$ cat src/rtl/img_pkg.sv
// Shared constants, filter codes and FSM encoding for the image filter engine.
package img_pkg;

  localparam int IMG_W  = 128;
  localparam int IMG_H  = 128;
  localparam int ADDR_W = 14;
  localparam int DATA_W = 8;

  typedef enum logic [2:0] {
    FLT_PASS  = 3'd0,
    FLT_ADD   = 3'd1,
    FLT_SUB   = 3'd2,
    FLT_INV   = 3'd3,
    FLT_BLUR  = 3'd4,
    FLT_EDGE  = 3'd5,
    FLT_SHARP = 3'd6,
    FLT_THR   = 3'd7
  } flt_e;

  typedef logic [2:0] state_t;

  localparam state_t S_IDLE  = 3'd0;
  localparam state_t S_READ  = 3'd1;
  localparam state_t S_LAST  = 3'd2;
  localparam state_t S_WRITE = 3'd3;
  localparam state_t S_DONE  = 3'd4;

  function automatic logic [7:0] sat8(input logic signed [12:0] x);
    if (x < 13'sd0) begin
      return 8'd0;
    end else if (x > 13'sd255) begin
      return 8'd255;
    end else begin
      return x[7:0];
    end
  endfunction

endpackage

$ cat src/rtl/filter_alu.sv
// Combinational 3x3 window filter; window slot k holds neighbour (k/3-1, k%3-1).
module filter_alu
  import img_pkg::*;
(
  input  logic [8:0][DATA_W-1:0] win,
  input  flt_e                   code,
  input  logic [DATA_W-1:0]      val,
  output logic [DATA_W-1:0]      result
);

  function automatic logic signed [12:0] ext(input logic [7:0] p);
    return $signed({5'b0, p});
  endfunction

  logic signed [12:0] c, v, nsew, diag, acc;

  always_comb begin
    c    = ext(win[4]);
    v    = ext(val);
    nsew = ext(win[1]) + ext(win[3]) + ext(win[5]) + ext(win[7]);
    diag = ext(win[0]) + ext(win[2]) + ext(win[6]) + ext(win[8]);
    acc  = c;
    case (code)
      FLT_PASS:  acc = c;
      FLT_ADD:   acc = c + v;
      FLT_SUB:   acc = c - v;
      FLT_INV:   acc = 13'sd255 - c;
      FLT_BLUR:  acc = (13'sd4 * c + 13'sd2 * nsew + diag) >>> 4;
      FLT_EDGE: begin
        acc = 13'sd8 * c - (nsew + diag);
        if (acc < 13'sd0) acc = -acc;
      end
      FLT_SHARP: acc = 13'sd5 * c - nsew;
      FLT_THR:   acc = (c >= v) ? 13'sd255 : 13'sd0;
      default:   acc = c;
    endcase
    result = sat8(acc);
  end

endmodule

$ cat src/rtl/image_filter_engine.sv
// Full-frame 3x3 filter pass: reads the source BRAM, writes the display frame buffer.
module image_filter_engine #(
  parameter int IMG_W  = img_pkg::IMG_W,
  parameter int IMG_H  = img_pkg::IMG_H,
  parameter int ADDR_W = img_pkg::ADDR_W,
  parameter int DATA_W = img_pkg::DATA_W
) (
  input  logic              clock,
  input  logic              reset,
  input  logic              start,
  input  logic [2:0]        sel_module,
  input  logic [7:0]        val,
  output logic [ADDR_W-1:0] src_addr,
  input  logic [DATA_W-1:0] src_data,
  output logic [ADDR_W-1:0] dst_addr,
  output logic [DATA_W-1:0] dst_data,
  output logic              dst_we,
  output logic              busy,
  output logic              done
);

  import img_pkg::*;

  localparam int COL_W = $clog2(IMG_W);
  localparam int ROW_W = $clog2(IMG_H);

  state_t                  state_q, state_d;
  logic [ROW_W-1:0]        row_q, row_d;
  logic [COL_W-1:0]        col_q, col_d;
  logic [3:0]              k_q, k_d;
  logic [ADDR_W-1:0]       src_addr_q, src_addr_d;
  logic [ADDR_W-1:0]       dst_addr_q;
  logic [DATA_W-1:0]       dst_data_q;
  logic                    dst_we_q, busy_q, done_q;
  flt_e                    sel_q;
  logic [7:0]              val_q;
  logic [8:0][DATA_W-1:0]  win_q, alu_win;
  logic [DATA_W-1:0]       alu_res;
  logic                    last_px;

  // Neighbour address with edge replication by clamping row and column.
  function automatic logic [ADDR_W-1:0] nb_addr(input logic [ROW_W-1:0] r,
                                                input logic [COL_W-1:0] c,
                                                input logic [3:0]       k);
    int rr, cc;
    rr = int'(r) + int'(k) / 3 - 1;
    cc = int'(c) + int'(k) % 3 - 1;
    if (rr < 0) rr = 0;
    if (rr > IMG_H - 1) rr = IMG_H - 1;
    if (cc < 0) cc = 0;
    if (cc > IMG_W - 1) cc = IMG_W - 1;
    return ADDR_W'(rr * IMG_W + cc);
  endfunction

  assign last_px = (row_q == ROW_W'(IMG_H - 1)) && (col_q == COL_W'(IMG_W - 1));

  always_comb begin
    state_d    = state_q;
    row_d      = row_q;
    col_d      = col_q;
    k_d        = k_q;
    src_addr_d = src_addr_q;
    case (state_q)
      S_IDLE: begin
        if (start) begin
          state_d    = S_READ;
          row_d      = '0;
          col_d      = '0;
          k_d        = 4'd0;
          src_addr_d = nb_addr('0, '0, 4'd0);
        end
      end
      S_READ: begin
        if (k_q == 4'd8) begin
          state_d = S_LAST;
        end else begin
          k_d        = k_q + 4'd1;
          src_addr_d = nb_addr(row_q, col_q, k_q + 4'd1);
        end
      end
      S_LAST: state_d = S_WRITE;
      S_WRITE: begin
        k_d = 4'd0;
        if (last_px) begin
          state_d = S_DONE;
          row_d   = '0;
          col_d   = '0;
        end else begin
          col_d = col_q + 1'b1;
          if (col_q == COL_W'(IMG_W - 1)) row_d = row_q + 1'b1;
          state_d    = S_READ;
          src_addr_d = nb_addr(row_d, col_d, 4'd0);
        end
      end
      S_DONE:  state_d = S_IDLE;
      default: state_d = S_IDLE;
    endcase
  end

  // The last window slot arrives in LAST, so the ALU sees it straight from the BRAM.
  always_comb begin
    alu_win    = win_q;
    alu_win[8] = src_data;
  end

  filter_alu u_alu (
    .win    (alu_win),
    .code   (sel_q),
    .val    (val_q),
    .result (alu_res)
  );

  always_ff @(posedge clock or posedge reset) begin
    if (reset) begin
      state_q    <= S_IDLE;
      row_q      <= '0;
      col_q      <= '0;
      k_q        <= '0;
      src_addr_q <= '0;
      dst_addr_q <= '0;
      dst_data_q <= '0;
      dst_we_q   <= 1'b0;
      busy_q     <= 1'b0;
      done_q     <= 1'b0;
      sel_q      <= FLT_PASS;
      val_q      <= '0;
      win_q      <= '0;
    end else begin
      state_q    <= state_d;
      row_q      <= row_d;
      col_q      <= col_d;
      k_q        <= k_d;
      src_addr_q <= src_addr_d;
      if (state_q == S_IDLE && start) begin
        sel_q <= flt_e'(sel_module);
        val_q <= val;
      end
      if (state_q == S_READ && k_q != 4'd0) win_q[k_q - 4'd1] <= src_data;
      if (state_q == S_LAST) begin
        win_q[8]   <= src_data;
        dst_addr_q <= ADDR_W'(int'(row_q) * IMG_W + int'(col_q));
        dst_data_q <= alu_res;
      end
      dst_we_q <= (state_q == S_LAST);
      busy_q   <= (state_d != S_IDLE);
      done_q   <= (state_d == S_DONE);
    end
  end

  assign src_addr = src_addr_q;
  assign dst_addr = dst_addr_q;
  assign dst_data = dst_data_q;
  assign dst_we   = dst_we_q;
  assign busy     = busy_q;
  assign done     = done_q;

endmodule

$ cat config.mk
export PLATFORM = sky130hd
export DESIGN_NAME = image_filter_engine
export DESIGN_NICKNAME = d
export VERILOG_FILES = /design/src/rtl/img_pkg.sv /design/src/rtl/filter_alu.sv /design/src/rtl/image_filter_engine.sv
export SDC_FILE = /design/constraint.sdc
export NUM_CORES = 1
export LEC_CHECK = 0
export ABC_AREA = 1
export BUFFER_PORTS_ARGS = -buffer_cell sky130_fd_sc_hd__buf_2
export CORE_MARGIN = 5
export CORE_UTILIZATION = 65
export CTS_BUF_LIST = sky130_fd_sc_hd__clkbuf_4
export DETAILED_ROUTE_END_ITERATION = 12
export GPL_TIMING_DRIVEN = 0
export PLACE_DENSITY = 0.93
export SKIP_CTS_REPAIR_TIMING = 1
export SYNTH_ARGS = -nofsm -noshare
export SYNTH_HDL_FRONTEND = slang
export SYNTH_SLANG_ARGS = --single-unit
export TNS_END_PERCENT = 20
$ cat constraint.sdc
create_clock -name clock -period 7.95 [get_ports clock]
set_input_delay 1.9875 -clock clock [delete_from_list [all_inputs] [get_ports clock]]
set_output_delay 1.9875 -clock clock [all_outputs]
set_load 0.01 [all_outputs]
* After elaboration in Yosys (flattened, before gate mapping) *
Index checks and enable logic that the tools add are counted.
W data, S select, Z words.

word-level totals
  logic and storage cells = 150
  input port bits = 22
  output and inout port bits = 39
  register bits after elaboration = 143

operators by class
  add/subtract/negate cells = 28
  multiplexer cells = 53
  equality and inequality tests = 17
  reduce and logical (&&, ||, !) cells = 14
  div/mod/pow operators = 2
  magnitude comparators = 14
  multipliers = 1

operator list
  operator                 count
  $mux W32                 12
  $gt A32 B8 Y1 const B    4
  $mux W14                 9
  $pmux W13 S8             1
  $mux W7                  12
  $bwmux W72               1
  $mux W72                 1
  $add A8 B32 Y32          2
  $lt A32 B1 Y1 const B    2
  $sub A32 B2 Y32 const B  2
  $add A13 B9 Y13          4
  $pmux W14 S3             1
  $mux W8                  5
  $demux W8 S4             1
  $div A5 B3 Y32 const B   1
  $mod A5 B3 Y32 const B   1
  $add A14 B14 Y14         2
  $pmux W7 S2              2
  $add A8 B8 Y9            3
  $add A13 B13 Y13         2
  $lt A13 B1 Y1 const B    2
  $lt A8 B1 Y1 const B     2
  $sub A7 B1 Y8 const B    2
  $eq A3 B3 Y1 const B     5
  other kinds (33)         50

* Depth between registers and ports, before layout *
  depth after elaboration = 16
  gate-level depth with buffers = 48
  depth with buffers taken out = 48

* Cells and area by module *
Synthesis repeated with hierarchy kept, for this count alone.

unflattened totals
  cell total of the unflattened synthesis = 1943
  area total of the unflattened synthesis = 13973.4 µm²

modules (own cells, without submodules)
  module               seq. area each (µm²)  area each (µm²)  times used  cells each
  image_filter_engine  3378.2                8659.6           1           1113
  filter_alu           0.0                   5313.8           1           830

* Least setup slack after synthesis *
No wires, ideal clock.

  kind = input to register
  from = input src_data[1]
  to = register dst_data_q[1], in the netlist dst_data[1]
  cell stages on the path = 28
  arrival = 6524 ps
  required time = 7826 ps
  setup slack = 1302 ps
  buffers on the path = 0
  setup time = 124 ps
  path through = inv_1 > fa_1 > inv_1 > ha_1 > fa_1 > nand3_1 > nand2_1 > a21oi_1 > o21ai_0 > xnor2_1 > fa_1 > ha_1 > nand2_1 > nor3_1 > nand2_1 > o211ai_1 > a21oi_1 > o21ai_1 > nand2_1 > inv_1 > nor2_1 > nand2_1 > o21ai_0 > nand3_1 > nor2_1 > nand4_1 > a21oi_1 > o21ai_1

between the ends
  word-level cells in the longest chain between the ends = 9
  elaborated cells on any way between the ends = 12
  those cells by class = add/sub (5); order compare (3); mux (4)

RTL lines
  what                                           line                        source
  start: declaration                             image_filter_engine.sv:14   input logic [DATA_W-1:0] src_data,
  $add A13 B9 Y13 (*)                            filter_alu.sv:21            diag = ext(win[0]) + ext(win[2]) + ext(win[6]) + ext(win[8]);
  $add A13 B13 Y13                               filter_alu.sv:30            acc = 13'sd8 * c - (nsew + diag);
  $sub A12 B13 Y13                               filter_alu.sv:30
  $neg A13 Y13 or $lt A13 B1 Y1 (tied branches)  filter_alu.sv:31            if (acc < 13'sd0) acc = -acc;
  $mux W13                                       filter_alu.sv:31
  $pmux W13 S8 (*)                               filter_alu.sv:23            case (code)
  $gt A13 B9 Y1                                  img_pkg.sv:31               end else if (x > 13'sd255) begin
  $mux W8                                        img_pkg.sv:31
  $mux W8 (*)                                    img_pkg.sv:29               if (x < 13'sd0) begin
  end signal: assignment                         image_filter_engine.sv:142  dst_data_q <= alu_res;
  end: declaration                               image_filter_engine.sv:33   logic [DATA_W-1:0] dst_data_q;

Mark *: on every way between the ends. The rest lies on a longest branch, timed or not.
A chain may end at the register's enable or synchronous reset.

* Final worst setup path *
  from = input src_data[1]
  to = register dst_data_q[0], in the netlist dst_data[0]

The elaborated chain is that of the path after synthesis.

==> out/qor.csv <==
metric,value,unit
place_inst,2158,
hold_viol,0,
numCtsBuffers,17,
setup.worst_path.end,dst_data[0]$_DFFE_PP0P_,
cp.arrival,8080,ps
startpoint,src_data[1],
grt_pass1_wl,59400,um
grt_start_max_net_pins,97,
clk_pin_slew,120,ps
synthArstFlopShare,100,%
initial_utilization,66.3,%
synth_area_leaders,"dfrtp_1 (25%), ha_1 (15%), nand2_1 (9.2%), inv_1 (9.2%), fa_1 (6.4%)",
relSlewSlack,36.0,%
yosys_most_used_dff,dfrtp_1,
gp_congestion,0.970,
netlist_area,13500,sq um
synth.avg_cell_area,7.41,sq um
finalSetupTns,0,ps
slew_violations,0,
period_needed,7610,ps
r2r-end,dst_data[0]$_DFFE_PP0P_,
worst_pin_slew,952,ps
synth_seq_area_share,25.0,%
rsz0062_at_grt,false,
r2r-start,alu_win[8]$_DFFE_PP0P_,
die_h,154,um
worstSetupPathType,primary input to flop,
status,finished clean,
drive_gt1_share,8.24,%
remaining_drc_errors,0,
slowest_stage,fa_1,
cts.sinks,135,
start_kind,primary input,
initialDrtViolationCount,1250,
worst_slack,343,ps
clock_latency,590,ps
cp-end-kind,flop,
yosysWarnings,0,
worstPathRequired,8430,ps
cts_buffer_depth,2,
core,20400,sq um
grt_pass1_vias,12700,
num_rows,52,
final_cells,2189,
num_vias,12900,
fill_cells,1541,
maxCapViolCount,0,
skew,29.0,ps
cts_tree,built,
antenna_found_initial,2,
slowest_delay,580,ps
synth-seq-cells,135,
antenna_left,0,
finalCoreUtilization,70.9,%
synth_largest_area_cell,dfrtp_1,
synthesis.instances,1822,
setup_viol,0,
nets,2135,
ios,61,
rrSetupSlack,870,ps
yosys.area.top_type_share,25.0,%
io_buffers,60,
overflow,0,
pre_cts_slack,-102,ps
grt_usage,30.0,%
cp_max_fo,10,
dp_hpwl,28400,um
drtPass1Iterations,7,
hp-class,flop to flop,
synth_cell_types,60,
finalCritPeriodShare,95.7,%
wl_per_cell,16.4,um
die_w,154,um
synth_edf_count,0,
crit_top_cell,nand2_1,
area_delta_synth_final,6.89,%
dieArea,23700,sq um
ff2ff_path_depth,31,
fmaxAchievable,131,MHz
cts_max_level,4,
cts-root-buf,clkbuf_4,
vias_per_cell,5.87,
wirelength,35800,um
[Yosys cell counts, types with 24 or more instances]
cell and n:
nand3_1 61, inv_1 331, xor2_1 48, nand4_1 24, ha_1 163, a21oi_1 160
o21ai_0 122, nand2_1 332, fa_1 43, dfrtp_1 135, xnor2_1 30, nor2_1 156
[sequential cells by signal, summed over array words and instances (netlist names)]
name      cells
alu_win      64
busy          1
col_q         7
done          1
dst_addr     14
dst_data      8
dst_we        1
k_q           4
row_q         7
sel_q         3
src_addr     14
state_q       3
val_q         8
[placed cells by master, fill, tap and decap left out, drive strengths merged, types with 7 or more instances in the layout]
| master | n |
|---|---|
| o22ai | 17 |
| nand3 | 67 |
| nor2 | 164 |
| xnor2 | 30 |
| nand2 | 348 |
| o21ai | 132 |
| xor2 | 48 |
| inv | 339 |
| o2111ai | 13 |
| nor3 | 17 |
| dfrtp | 135 |
| nand4 | 26 |
| o21bai | 16 |
| fa | 43 |
| ha | 163 |
| a21oi | 168 |
| or2 | 13 |
| clkbuf | 38 |
| conb | 7 |
| nand3b | 12 |
| a31oi | 11 |
| clkinv | 7 |
| buf | 65 |
[critical path, delay by kind of cell]
kind	cells	cell delay, ps
fa+ha+maj	5	2120
simple gates	11	1670
buf+inv	4	400
compound gates	8	1470
xor+xnor	1	440
[through the flow]
stage / hold slack, ps / instance area, sq um
2_1_floorplan: 499 / 13500
3_3_place_gp: 461 / 14200
3_5_place_dp: 467 / 14200
4_1_cts: 497 / 14400
5_1_grt: 511 / 14400
6_report: 489 / 14400
[layer usage]
layer	track usage, %	wire length, um
met1	37.3	14400
met2	50.5	17000
met3	5.31	2740
met4	14.4	1620
met5	0	7
[cells by family after synthesis]
| family | synth area share (%) |
|---|---|
| adders and majority gates | 21.5 |
| AOI/OAI and AO/OA | 16.3 |
| muxes | 0.0834 |
| DFF | 25.0 |
| other | 0.0556 |
| xor gates and xnor gates | 5.06 |
| buffers and inverters | 10.2 |
| and+or+nand+nor | 21.8 |
[how the worst min path moves through the flow]
stage	startpoint	cells past startpoint	endpoint
after detailed placement	dst_addr[8]$_DFFE_PP0P_	2	dst_addr[8]$_DFFE_PP0P_
after CTS	dst_addr[8]$_DFFE_PP0P_	2	dst_addr[8]$_DFFE_PP0P_
after floorplan	alu_win[16]$_DFFE_PP0P_	2	alu_win[16]$_DFFE_PP0P_
final	dst_addr[8]$_DFFE_PP0P_	2	dst_addr[8]$_DFFE_PP0P_
after global placement	dst_addr[10]$_DFFE_PP0P_	2	dst_addr[10]$_DFFE_PP0P_
after global routing	dst_addr[5]$_DFFE_PP0P_	2	dst_addr[5]$_DFFE_PP0P_
[area by class of cell]
type / count / area [sq um] / area share, %
Sequential cell: 135 / 3380 / 23.4
Antenna cell: 1 / 2.50 / 0.0173
Tap cell: 270 / 338 / 2.34
Multi-Input combinational cell: 1330 / 8760 / 60.7
Clock buffer: 21 / 158 / 1.09
Clock inverter: 9 / 80.1 / 0.555
Buffer: 21 / 97.6 / 0.676
Timing Repair Buffer: 61 / 328 / 2.27
Inverter: 341 / 1290 / 8.94
Power is left out: the tool's default activity adds up to more than one toggle a clock period on the data nets, which glitch-free logic cannot reach.
